[src/rtl/shift_reg_pkg.sv]
// Mode encoding and sizing helpers shared by the universal shift register
// and the controllers that drive it.
package shift_reg_pkg;

  typedef enum logic [1:0] {
    MODE_HOLD = 2'b00,
    MODE_SHL  = 2'b01,
    MODE_SHR  = 2'b10,
    MODE_LOAD = 2'b11
  } mode_e;

  function automatic int unsigned count_width(input int unsigned width);
    return (width > 1) ? $clog2(width) : 1;
  endfunction

  function automatic logic is_shift(input mode_e mode);
    return (mode == MODE_SHL) || (mode == MODE_SHR);
  endfunction

endpackage

[src/rtl/universal_shift_register_if.sv]
// Control/data bundle of the universal shift register; the rotate request
// exists only when SHIFT_REG_ROTATE_EN is defined.
interface universal_shift_register_if
  import shift_reg_pkg::*;
#(
  parameter int unsigned WIDTH = 8
);
  localparam int unsigned CW = count_width(WIDTH);

  mode_e            mode;
  logic             serial_in;
  logic [WIDTH-1:0] parallel_in;
`ifdef SHIFT_REG_ROTATE_EN
  logic             rotate;
`endif
  logic [WIDTH-1:0] stored_data;
  logic             serial_out_msb;
  logic             serial_out_lsb;
  logic [CW-1:0]    shift_count;
  logic             frame_done;

  modport master (
`ifdef SHIFT_REG_ROTATE_EN
    output rotate,
`endif
    output mode, serial_in, parallel_in,
    input  stored_data, serial_out_msb, serial_out_lsb, shift_count, frame_done
  );

  modport slave (
`ifdef SHIFT_REG_ROTATE_EN
    input  rotate,
`endif
    input  mode, serial_in, parallel_in,
    output stored_data, serial_out_msb, serial_out_lsb, shift_count, frame_done
  );

endinterface

[src/rtl/shift_frame_counter.sv]
// Counts shifts within a WIDTH-bit frame and pulses frame_done for the one
// cycle after the frame-completing shift; a load clears a partial frame.
module shift_frame_counter #(
  parameter int unsigned WIDTH = 8,
  parameter int unsigned CW    = 3
) (
  input  logic          clk,
  input  logic          reset,
  input  logic          shift,
  input  logic          clear,
  output logic [CW-1:0] count,
  output logic          frame_done
);

  localparam logic [CW-1:0] LAST = CW'(WIDTH - 1);

  always_ff @(posedge clk) begin
    if (reset || clear) begin
      count      <= '0;
      frame_done <= 1'b0;
    end else if (shift) begin
      if (count == LAST) begin
        count      <= '0;
        frame_done <= 1'b1;
      end else begin
        count      <= count + CW'(1);
        frame_done <= 1'b0;
      end
    end else begin
      frame_done <= 1'b0;
    end
  end

endmodule

[src/rtl/universal_shift_register.sv]
// WIDTH-bit hold/shift-left/shift-right/load register with serial taps and
// frame counter. Define SHIFT_REG_ROTATE_EN to add recirculating shifts.
module universal_shift_register
  import shift_reg_pkg::*;
#(
  parameter int unsigned      WIDTH       = 8,
  parameter logic [WIDTH-1:0] RESET_VALUE = '0
) (
  input logic                       clk,
  input logic                       reset,
  universal_shift_register_if.slave bus
);

  localparam int unsigned CW = count_width(WIDTH);

  logic [WIDTH-1:0] data;
  logic             in_left;
  logic             in_right;
  logic [CW-1:0]    count;
  logic             frame_done;

  always_comb begin
    in_left  = bus.serial_in;
    in_right = bus.serial_in;
`ifdef SHIFT_REG_ROTATE_EN
    // Rotation feeds back the bit leaving the opposite end.
    if (bus.rotate) begin
      in_left  = data[WIDTH-1];
      in_right = data[0];
    end
`endif
  end

  always_ff @(posedge clk) begin
    if (reset) begin
      data <= RESET_VALUE;
    end else begin
      case (bus.mode)
        MODE_SHL:  data <= {data[WIDTH-2:0], in_left};
        MODE_SHR:  data <= {in_right, data[WIDTH-1:1]};
        MODE_LOAD: data <= bus.parallel_in;
        default:   data <= data;
      endcase
    end
  end

  shift_frame_counter #(
    .WIDTH (WIDTH),
    .CW    (CW)
  ) u_frame_counter (
    .clk        (clk),
    .reset      (reset),
    .shift      (is_shift(bus.mode)),
    .clear      (bus.mode == MODE_LOAD),
    .count      (count),
    .frame_done (frame_done)
  );

  assign bus.stored_data    = data;
  assign bus.serial_out_msb = data[WIDTH-1];
  assign bus.serial_out_lsb = data[0];
  assign bus.shift_count    = count;
  assign bus.frame_done     = frame_done;

endmodule

[src/flat_wrapper.sv]
// flat-port wrapper written by rule: the top's interface ports become plain ports
module universal_shift_register_flat import shift_reg_pkg::*;
#(
  parameter int unsigned      WIDTH       = 8,
  parameter logic [WIDTH-1:0] RESET_VALUE = '0
)
  (clk, reset, bus_mode, bus_serial_in, bus_parallel_in, bus_stored_data, bus_serial_out_msb, bus_serial_out_lsb, bus_shift_count, bus_frame_done);
  universal_shift_register_if #(.WIDTH(WIDTH)) bus_i ();
  input logic clk;
  input logic reset;
  input wire logic [$bits(bus_i.mode)-1:0] bus_mode;
  input wire logic [$bits(bus_i.serial_in)-1:0] bus_serial_in;
  input wire logic [$bits(bus_i.parallel_in)-1:0] bus_parallel_in;
  output wire logic [$bits(bus_i.stored_data)-1:0] bus_stored_data;
  output wire logic [$bits(bus_i.serial_out_msb)-1:0] bus_serial_out_msb;
  output wire logic [$bits(bus_i.serial_out_lsb)-1:0] bus_serial_out_lsb;
  output wire logic [$bits(bus_i.shift_count)-1:0] bus_shift_count;
  output wire logic [$bits(bus_i.frame_done)-1:0] bus_frame_done;
  assign bus_i.mode = bus_mode;
  assign bus_i.serial_in = bus_serial_in;
  assign bus_i.parallel_in = bus_parallel_in;
  assign bus_stored_data = bus_i.stored_data;
  assign bus_serial_out_msb = bus_i.serial_out_msb;
  assign bus_serial_out_lsb = bus_i.serial_out_lsb;
  assign bus_shift_count = bus_i.shift_count;
  assign bus_frame_done = bus_i.frame_done;
  universal_shift_register #(.WIDTH(WIDTH), .RESET_VALUE(RESET_VALUE)) u_core (.clk(clk), .reset(reset), .bus(bus_i));
endmodule
[config.mk]
export PLATFORM = sky130hd
export DESIGN_NAME = universal_shift_register_flat
export DESIGN_NICKNAME = d
export VERILOG_FILES = /design/src/rtl/shift_reg_pkg.sv /design/src/rtl/universal_shift_register_if.sv /design/src/rtl/shift_frame_counter.sv /design/src/rtl/universal_shift_register.sv /design/src/flat_wrapper.sv
export SDC_FILE = /design/constraint.sdc
export NUM_CORES = 1
export LEC_CHECK = 0
export ABC_CLOCK_PERIOD_IN_PS = 2380
export BUFFER_PORTS_ARGS = -buffer_cell sky130_fd_sc_hd__buf_4
export CAP_MARGIN = 0
export CORE_MARGIN = 2
export CORE_UTILIZATION = 48
export DETAILED_ROUTE_END_ITERATION = 12
export PLACE_DENSITY = 0.8
export SYNTH_ARGS = -nofsm -noshare
export SYNTH_HDL_FRONTEND = slang
export SYNTH_SLANG_ARGS = --single-unit
[constraint.sdc]
create_clock -name clk -period 2.38 [get_ports clk]
set_input_delay 0.238 -clock clk [delete_from_list [all_inputs] [get_ports clk]]
set_output_delay 0.238 -clock clk [all_outputs]
set_load 0.05 [all_outputs]
==> impl_metrics.yaml <==
logic_synthesis:
  syn_avg_cell_area_um2: 9.35
  synth_area_leaders: "dfxtp_1, a221oi_1, ha_1, inv_1, nand2_1"
  ys_warn_count: 0
  ys_seq_elements: 12
  synth_top_area_cell: "dfxtp_1"
  ys_seq_area_share_pct: 37.8
  synth_top_area_share_pct: 37.8
  syn_nets: 87
  yosysUniqueCellTypes: 13
  synth_area_um2: 636
  postSynthCellCount: 68
clock_network:
  tritoncts: "built"
  clk_latency_ns: 0.27
  cts_buffers: 3
  cts.sinks: 12
  cts-htree-levels: 1
  ctsRootBufferMaster: "clkbuf_4"
  cts_buffer_depth: 2
  ctsResizeCount: 0
  hold_buffers: 0
  clkTransAtPathRegs_ns: 0.07
  cts_setup_buffers: 0
worst_setup_path:
  worstSetupPathType: "input pin to register"
  worst-path-buf-inv: 2
  slowest_delay_ns: 0.39
  required_ns: 2.51
  crit_top_cell: "a221oi_1"
  cp.arrival_ns: 1.34
  end_kind: "register"
  cp_top_family: "compound AO/OA/AOI/OAI gates"
  start_kind: "input pin"
  path_max_fanout: 10
  worst_path_max_delay_cell: "ha_1"
  worstPathCellList: "buf_4, inv_1, ha_1, nor2_4, a221oi_1, a221oi_1"
routing:
  top_layer: "met4"
  ant_nets: 0
  drt-total-wl_mm: 1.36
  drc_errors: 0
  met1_length_um: 562
  drt_iter0_drc: 4
  wl_per_cell_um: 12.7
  wl_met3_um: 108
  viasPerCell: 5.54
  met2_wirelength_um: 663
  route.vias.total: 593
  dr.pass1.iters: 2
grt:
  grt_pass1_wl_mm: 2.08
  grt_overflow: 0
  grt_usage_pct: 19.2
  grt_max_degree: 17
  grt_pass1_vias: 505
  antenna_found_initial: 0
sta:
  rsz0062_at_grt: "no"
  slew_violations: 0
  skew_ns: 0.00300
  period_minus_slack_ns: 1.20
  setup_tns_ns: 0
  max_freq_mhz: 831
  final_hold_viol_count: 0
  setup_violations: 0
  worstMarginPinSlew_ns: 0.509
  fin_crit_sh_pct: 50.6
  slew_headroom_pct: 66.0
power_and_ir_drop:
  powerDensity_mw_per_mm2: 598
  max-vdd-ir-drop_v: 0.000315
  p_leak_nw: 0.380
placement:
  hpwl_mm: 1.02
  routabilityCongestion: 0.760
  numPortBuffers: 26
layout:
  layout-drive-gt1-share_pct: 33.7
  utilization_pct: 66.5
  final_common_cell: "buf_4"
  fin_nets: 113
  area_growth_pct: 32.7
  mostFrequentLayoutCells: "buf_4, a221oi_1, dfxtp_1"
  fillers: 115
  n_antenna_cell: 0
floorplan:
  core_mm2: 0.00127
  initial_utilization_pct: 50.1
  io_pins: 27
  dieArea_mm2: 0.00163
  dieWidth_um: 40.4
  num_rows: 13
  die_height_um: 40.4
run:
  cap_violations: 0
hold_path:
  min_path_type: "input pin to register"
run_status:
  status: "finished clean"
## final cells by class
| type | instances | area (µm²) | share of cell area [%] |
|---|---|---|---|
| Clock buffer | 3 | 22.5 | 2.67 |
| Inverter | 10 | 37.5 | 4.45 |
| Multi-Input combinational cell | 41 | 329 | 39.0 |
| Sequential cell | 12 | 240 | 28.5 |
| Tap cell | 15 | 18.8 | 2.23 |
| Timing Repair Buffer | 26 | 195 | 23.1 |
## path summary, 6_finish.rpt
check | from | end | slack, ns | depth (start not counted)
max reg2reg | u_core.u_frame_counter.count[0]$_SDFFE_PP0P_ | u_core.u_frame_counter.count[2]$_SDFFE_PP0P_ | 1.27 | 4
min | bus_parallel_in[4] | u_core.bus.stored_data[4]$_SDFFE_PP0P_ | 0.22 | 3
max | bus_mode[0] | u_core.bus.stored_data[6]$_SDFFE_PP0P_ | 1.18 | 6
min reg2reg | u_core.bus.stored_data[7]$_SDFFE_PP0P_ | u_core.bus.stored_data[7]$_SDFFE_PP0P_ | 0.51 | 2
## power breakdown
part	switching, mW	internal (mW)	total [mW]
registers	0.0131	0.214	0.227
logic	0.0949	0.0575	0.152
clock network	0.0662	0.0587	0.125
## through the flow
step / total power, mW / worst slack (ns) / hold WS (ns) / std cells / area, µm²
2_1_floorplan: 0.338 / 0.989 / 0.317 / 68 / 636
3_3_place_gp: 0.383 / 0.931 / 0.486 / 104 / 821
3_5_place_dp: 0.385 / 0.891 / 0.493 / 104 / 821
4_1_cts: 0.507 / 1.18 / 0.224 / 107 / 843
5_1_grt: 0.526 / 1.08 / 0.234 / 107 / 843
6_report: 0.504 / 1.18 / 0.223 / 107 / 843
## cells by family after synthesis
| group | after synthesis | synth area share (%) |
|---|---|---|
| simple gates | 15 | 10.8 |
| mux | 3 | 4.72 |
| compound gates | 17 | 24.4 |
| fa+ha+maj | 6 | 11.8 |
| buf+inv | 15 | 10.4 |
| flops | 12 | 37.8 |
## registers in the layout, summed over array words and instances, names as in the netlist
signal,flops
u_core.bus.stored_data,8
u_core.u_frame_counter.count,3
u_core.u_frame_counter.frame_done,1
## Yosys cell counts
library cell / count
nor2_1: 1
nand2_1: 9
inv_1: 10
dfxtp_1: 12
nor2_4: 1
nor3_1: 4
clkbuf_1: 1
buf_2: 2
ha_1: 6
o21a_4: 1
buf_4: 2
mux2i_1: 3
a221oi_1: 16
## tightest hold or removal path, delay by kind of cell
kind	cells	cell delay [ns]
AOI/OAI and AO/OA	1	0.06
and+or+nand+nor	1	0.05
buffers and inverters	1	0.11
## per-layer routing
layer | vias to the layer above | global-route usage, %
met1 | 272 | 22.4
li1 | 298 | -
met2 | 20 | 31.3
met4 | 0 | 10.8
met5 | - | 0
met3 | 3 | 5.00
(Power assumes the default switching activity.)
